--- src/rtl/clockworks_pkg.sv ---
// Shared types and helpers for the clockworks reset/clock-enable sequencer.
package clockworks_pkg;

  localparam int STATE_W = 2;

  typedef enum logic [STATE_W-1:0] {
    HOLD  = 2'd0,
    STAGE = 2'd1,
    RUN   = 2'd2
  } state_t;

  // Counter width for a modulus of n, never narrower than one bit.
  function automatic int cnt_w(input int n);
    return (n > 1) ? $clog2(n) : 1;
  endfunction

endpackage

--- src/rtl/clockworks_ce_divider.sv ---
// One domain's clock-enable divider: first pulse DIV cycles after en rises, then every DIV.
module ce_divider
  import clockworks_pkg::*;
#(
  parameter int DIV = 2
) (
  input  logic clk,
  input  logic reset,
  input  logic en,
  output logic ce
);

  if (DIV == 1) begin : g_pass
    logic unused_div;
    assign unused_div = clk ^ reset;
    assign ce = en;
  end else begin : g_cnt
    localparam int CW = cnt_w(DIV);
    logic [CW-1:0] cnt;
    logic          hit;

    always_ff @(posedge clk) begin
      if (!reset || !en) begin
        cnt <= '0;
        hit <= 1'b0;
      end else begin
        hit <= (cnt == CW'(DIV - 1));
        cnt <= (cnt == CW'(DIV - 1)) ? '0 : cnt + 1'b1;
      end
    end

    // Gate with en so a domain re-entering reset drops ce in the same cycle.
    assign ce = hit & en;
  end

endmodule

--- src/rtl/clockworks_seq.sv ---
// Staged reset release with per-domain clock enables, debounced button and optional
// watchdog (enabled by defining CLOCKWORKS_WDT_EN).
//
// state | meaning
// HOLD  | all domains in reset, counting HOLD_CYCLES
// STAGE | releasing domains one every STAGE_GAP cycles
// RUN   | all domains released, locked=1
module clockworks_seq
  import clockworks_pkg::*;
#(
  parameter int N_DOM       = 3,
  parameter int HOLD_CYCLES = 16,
  parameter int STAGE_GAP   = 4,
  parameter int DIV_BASE    = 2,
  parameter int DEBOUNCE    = 8,
  parameter int WDT_CYCLES  = 1024
) (
  input  logic               clk,
  input  logic               reset,
  input  logic               btn_n,
  input  logic               wdt_kick,
  output logic [N_DOM-1:0]   rst_n_out,
  output logic [N_DOM-1:0]   ce,
  output logic               locked,
  output logic [STATE_W-1:0] state,
  output logic               wdt_bite
);

  localparam int TMAX = (HOLD_CYCLES > STAGE_GAP) ? HOLD_CYCLES : STAGE_GAP;
  localparam int TW   = cnt_w(TMAX);
  localparam int IW   = cnt_w(N_DOM + 1);
  localparam int DW   = cnt_w(DEBOUNCE);

  state_t        st;
  logic [TW-1:0] tmr;
  logic [IW-1:0] idx;
  logic          s1, s2, fired, req, bite;
  logic [DW-1:0] dcnt;

  always_ff @(posedge clk) begin
    if (!reset) begin
      s1    <= 1'b1;
      s2    <= 1'b1;
      dcnt  <= '0;
      fired <= 1'b0;
    end else begin
      s1 <= btn_n;
      s2 <= s1;
      if (s2) begin
        dcnt  <= '0;
        fired <= 1'b0;
      end else begin
        if (req) fired <= 1'b1;
        if (dcnt != DW'(DEBOUNCE - 1)) dcnt <= dcnt + 1'b1;
      end
    end
  end

  // dcnt holds the number of earlier consecutive low cycles, so this is the DEBOUNCE-th.
  assign req = !s2 && !fired && (dcnt == DW'(DEBOUNCE - 1));

`ifdef CLOCKWORKS_WDT_EN
  localparam int WW = cnt_w(WDT_CYCLES);
  logic [WW-1:0] wcnt;

  always_ff @(posedge clk) begin
    if (!reset || st != RUN) wcnt <= '0;
    else if (wdt_kick)       wcnt <= '0;
    else                     wcnt <= wcnt + 1'b1;
  end

  assign bite = (st == RUN) && !wdt_kick && (wcnt == WW'(WDT_CYCLES - 1));
`else
  logic unused_kick;
  assign unused_kick = wdt_kick;
  assign bite        = 1'b0;
`endif

  assign wdt_bite = bite;

  always_ff @(posedge clk) begin
    if (!reset || req || bite) begin
      st        <= HOLD;
      tmr       <= '0;
      idx       <= '0;
      rst_n_out <= '0;
      locked    <= 1'b0;
    end else begin
      case (st)
        HOLD: begin
          if (tmr == TW'(HOLD_CYCLES - 1)) begin
            st        <= STAGE;
            tmr       <= '0;
            idx       <= IW'(1);
            rst_n_out <= N_DOM'(1);
          end else begin
            tmr <= tmr + 1'b1;
          end
        end
        STAGE: begin
          if (idx == IW'(N_DOM)) begin
            st     <= RUN;
            locked <= 1'b1;
          end else if (tmr == TW'(STAGE_GAP - 1)) begin
            tmr       <= '0;
            idx       <= idx + 1'b1;
            rst_n_out <= rst_n_out | (N_DOM'(1) << idx);
          end else begin
            tmr <= tmr + 1'b1;
          end
        end
        RUN:     st <= RUN;
        default: st <= HOLD;
      endcase
    end
  end

  assign state = st;

  for (genvar i = 0; i < N_DOM; i++) begin : g_dom
    ce_divider #(.DIV(DIV_BASE << i)) u_div (
      .clk   (clk),
      .reset (reset),
      .en    (rst_n_out[i]),
      .ce    (ce[i])
    );
  end

endmodule

--- config.mk ---
export PLATFORM = sky130hd
export DESIGN_NAME = clockworks_seq
export DESIGN_NICKNAME = d
export VERILOG_FILES = /design/src/rtl/clockworks_pkg.sv /design/src/rtl/clockworks_ce_divider.sv /design/src/rtl/clockworks_seq.sv
export SDC_FILE = /design/constraint.sdc
export NUM_CORES = 1
export LEC_CHECK = 0
export CAP_MARGIN = 0
export CORE_ASPECT_RATIO = 1.4
export CORE_MARGIN = 1.5
export CORE_UTILIZATION = 49
export CTS_CLUSTER_DIAMETER = 200
export DETAILED_ROUTE_END_ITERATION = 8
export PLACE_DENSITY = 0.85
export SYNTH_ARGS = -nofsm -noshare
export SYNTH_HDL_FRONTEND = slang
export SYNTH_SLANG_ARGS = --single-unit
--- constraint.sdc ---
create_clock -name clk -period 1.65 [get_ports clk]
set_input_delay 0.33 -clock clk [delete_from_list [all_inputs] [get_ports clk]]
set_output_delay 0.33 -clock clk [all_outputs]
set_load 0.02 [all_outputs]
==> metrics.txt <==
multi-input combinational cell area=693 um^2; die width=46.3 um; met2 usage in global routing=33.0%; top cells by count, synth=dfxtp_1 (27), nor2_1 (18), ha_1 (13); Levels on crit path=6; crit path cell chain=inv_4, ha_1, or4b_4, a221oi_4, nor2_2, a211oi_2; die area=0.00295 mm^2; Root Buffer=clkbuf_4; Final TNS setup=-0.214 ns; Total Routing Usage GR=18.1%; # IOs=14; initial antenna violation count=0; placed cell count=187; Worst R2R Path Depth=6; largest family of logic cells by synthesized area=simple AND/OR/NAND/NOR gates; total grt overflow=0; Wirelength per Cell=12.4 um; final hold violations=0; post-synthesis compound-gate area fraction=10.5%; mux contribution to synthesized area=3.89%; met3 usage=2.01%; Final Skew=0.00154 ns; Pwr Total=0.00100 W; number of max-cap violations=0; Synth cell types=31; Cells after Synth=138; Worst Path Max Fanout=3; crit start category=flip-flop; worst vdd ir=0.638 mV; Critical Path Max Stage Delay=0.52 ns; crit path capture type=flip-flop; # port buffers=11; antenna cells=0; vias in the first global route=1,011; WL final=2410 um; status=complete, but fails checks; Top Usage Layer GRT=met2; Via density=5.13; CTS H-tree lvls=1; Simple-Gate Fraction of Synth Area=21.9%; CTS max path bufs=2; via count=996; CP endpoint=idx[0]; syn_nets=155; sequential element share of the synthesized area=42.0%; final worst setup slack=-0.0739 ns; TritonCTS buffer count=3; first-pass GRT wire length=4070 um; failing checks=setup timing; drt initial violations=18; RR Endpoint=idx[0]; Core Area=0.00244 mm^2; Post-synth EDFFs=0; register area=548 um^2; CP Class=flip-flop to flip-flop; Worst Setup SP=state[1]; fillers=195; Adder-Cell Fraction of Synth Area=12.6%; Synth top area share=42.0%; pre-CTS WS=-0.107 ns; largest net degree at the start of global routing=17; synth warn=0; power per cell area=634 mW/mm^2; most numerous cell in the Yosys netlist=dfxtp_1; Clock Sinks=27; residual DRC count=0; Initial Util=52.7%; Final period util=104%; cell family with most CP delay=simple AND/OR/NAND/NOR gates; Critical Path AT=1.98 ns; Post-synth ARST share=0%; FF-to-FF Start=state[1]; CP max stage cell=or4b_4; # hold bufs at CTS=0; Worst-Skew Late Latency=0.32 ns; largest area contributor in the netlist=dfxtp_1; RSZ-0062 raised after global routing=true; CTS tree=done; Clk pin slew, worst setup/hold paths=0.14 ns; Nets=178; #FFs+latches synth=27; share of cells above drive strength 1=25.0%; max-slew violation count=0; grt met1 use=19.6%; final setup violation count=4; P&R area growth vs syn=22.9%; Mapped Avg Cell Area=9.33 um^2; minimum clock period=1.72 ns; r2r setup slk=-0.07 ns; hpwl dp=1850 um; drt first pass iters=5; post-route ant nets=0; Leak=0.709 nW; die height=63.7 um; Layout Cells excl Fill=194; worst endpoint required time=1.90 ns; synthesized area=0.00129 mm^2; Site Rows=21; Worst Hold Class=flip-flop to flip-flop; xor/xnor share of the synthesized area=0.680%; largest cells by area after synthesis=dfxtp_1 (42%), ha_1 (13%), nor2_1 (5.2%); Final Wtd Congestion=0.704; ys flop type=dfxtp_1; critical path buffer and inverter count=1; fmax=0.580 GHz
## layer usage
| layer | share of wire [%] | vias to the layer above |
|---|---|---|
| li1 | - | 493 |
| met1 | 40 | 480 |
| met2 | 56 | 19 |
| met3 | 2.5 | 4 |
| met4 | 1.2 | 0 |
| met5 | 0 | - |
## through the flow
stage,util (%),hold WS [ns],area (um^2)
final,64.8,0.431,1580
after floorplan,-,0.382,1310
after detailed placement,61.4,0.405,1500
after global routing,64.8,0.444,1580
after global placement,61.4,0.390,1500
after CTS,62.8,0.432,1540
## cells in the final DEF, fill, tap and decap left out, drive strengths merged, types with 6 or more instances in the layout
cell | Yosys | routed
ha | 13 | 13
inv | 8 | 9
a21oi | 10 | 10
nand2b | 6 | 6
nor2 | 19 | 19
dfxtp | 27 | 27
dlygate4sd2 | 0 | 8
nand2 | 7 | 7
buf | 8 | 18
## registers in the layout, summed over array words and instances, names as in the netlist
name	flops
g_dom.u_div.g_cnt.cnt	6
tmr	4
dcnt	3
g_dom.u_div.g_cnt.hit	3
rst_n_out	3
idx	2
state	2
fired	1
locked	1
s1	1
s2	1
## where the power goes
group	leakage, nW	total [W]	switching, W	internal [W]
Combinational	0.471	0.0000497	0.0000279	0.0000218
Sequential	0.220	0.000665	0.00000655	0.000658
Clock	0.0183	0.000289	0.000195	0.0000945
## how the worst min path moves through the flow
| stage | endpoint | from | cells past startpoint | slack (ns) |
|---|---|---|---|---|
| 2_1_floorplan | g_dom[0].u_div.g_cnt.cnt | g_dom[0].u_div.g_cnt.cnt | 1 | 0.38 |
| 3_5_place_dp | s2 | s1 | 1 | 0.41 |
| 6_report | g_dom[0].u_div.g_cnt.cnt | g_dom[0].u_div.g_cnt.cnt | 1 | 0.43 |
| 5_1_grt | g_dom[0].u_div.g_cnt.cnt | g_dom[0].u_div.g_cnt.cnt | 1 | 0.44 |
| 3_3_place_gp | s2 | s1 | 1 | 0.39 |
| 4_1_cts | g_dom[0].u_div.g_cnt.cnt | g_dom[0].u_div.g_cnt.cnt | 1 | 0.43 |
## cell type report
| type | count | area share, % |
|---|---|---|
| clock inverters | 1 | 0.395 |
| repair buffers | 29 | 15.0 |
| inverters | 8 | 2.06 |
| flip-flops and latches | 27 | 34.6 |
| well taps | 34 | 2.69 |
| multi-input cells | 92 | 43.8 |
| clock buffers | 3 | 1.42 |
## repair_timing
action                     CTS  global route
pin swaps                    4             4
setup endpoints to repair   15            11
buffers inserted             1             2
gates resized for setup     13             8
## kinds of logic (layout without fill, tap and decap cells)
| group | count (synthesis) | count (layout) |
|---|---|---|
| AND/OR/NAND/NOR | 54 | 54 |
| flip-flops | 27 | 27 |
| AO/OA/AOI/OAI | 18 | 18 |
| multiplexers | 5 | 5 |
| XOR/XNOR | 1 | 1 |
| other | 1 | 1 |
| buffers and inverters | 19 | 41 |
| adder cells (fa/ha/maj) | 13 | 13 |
(Power assumes the default switching activity.)
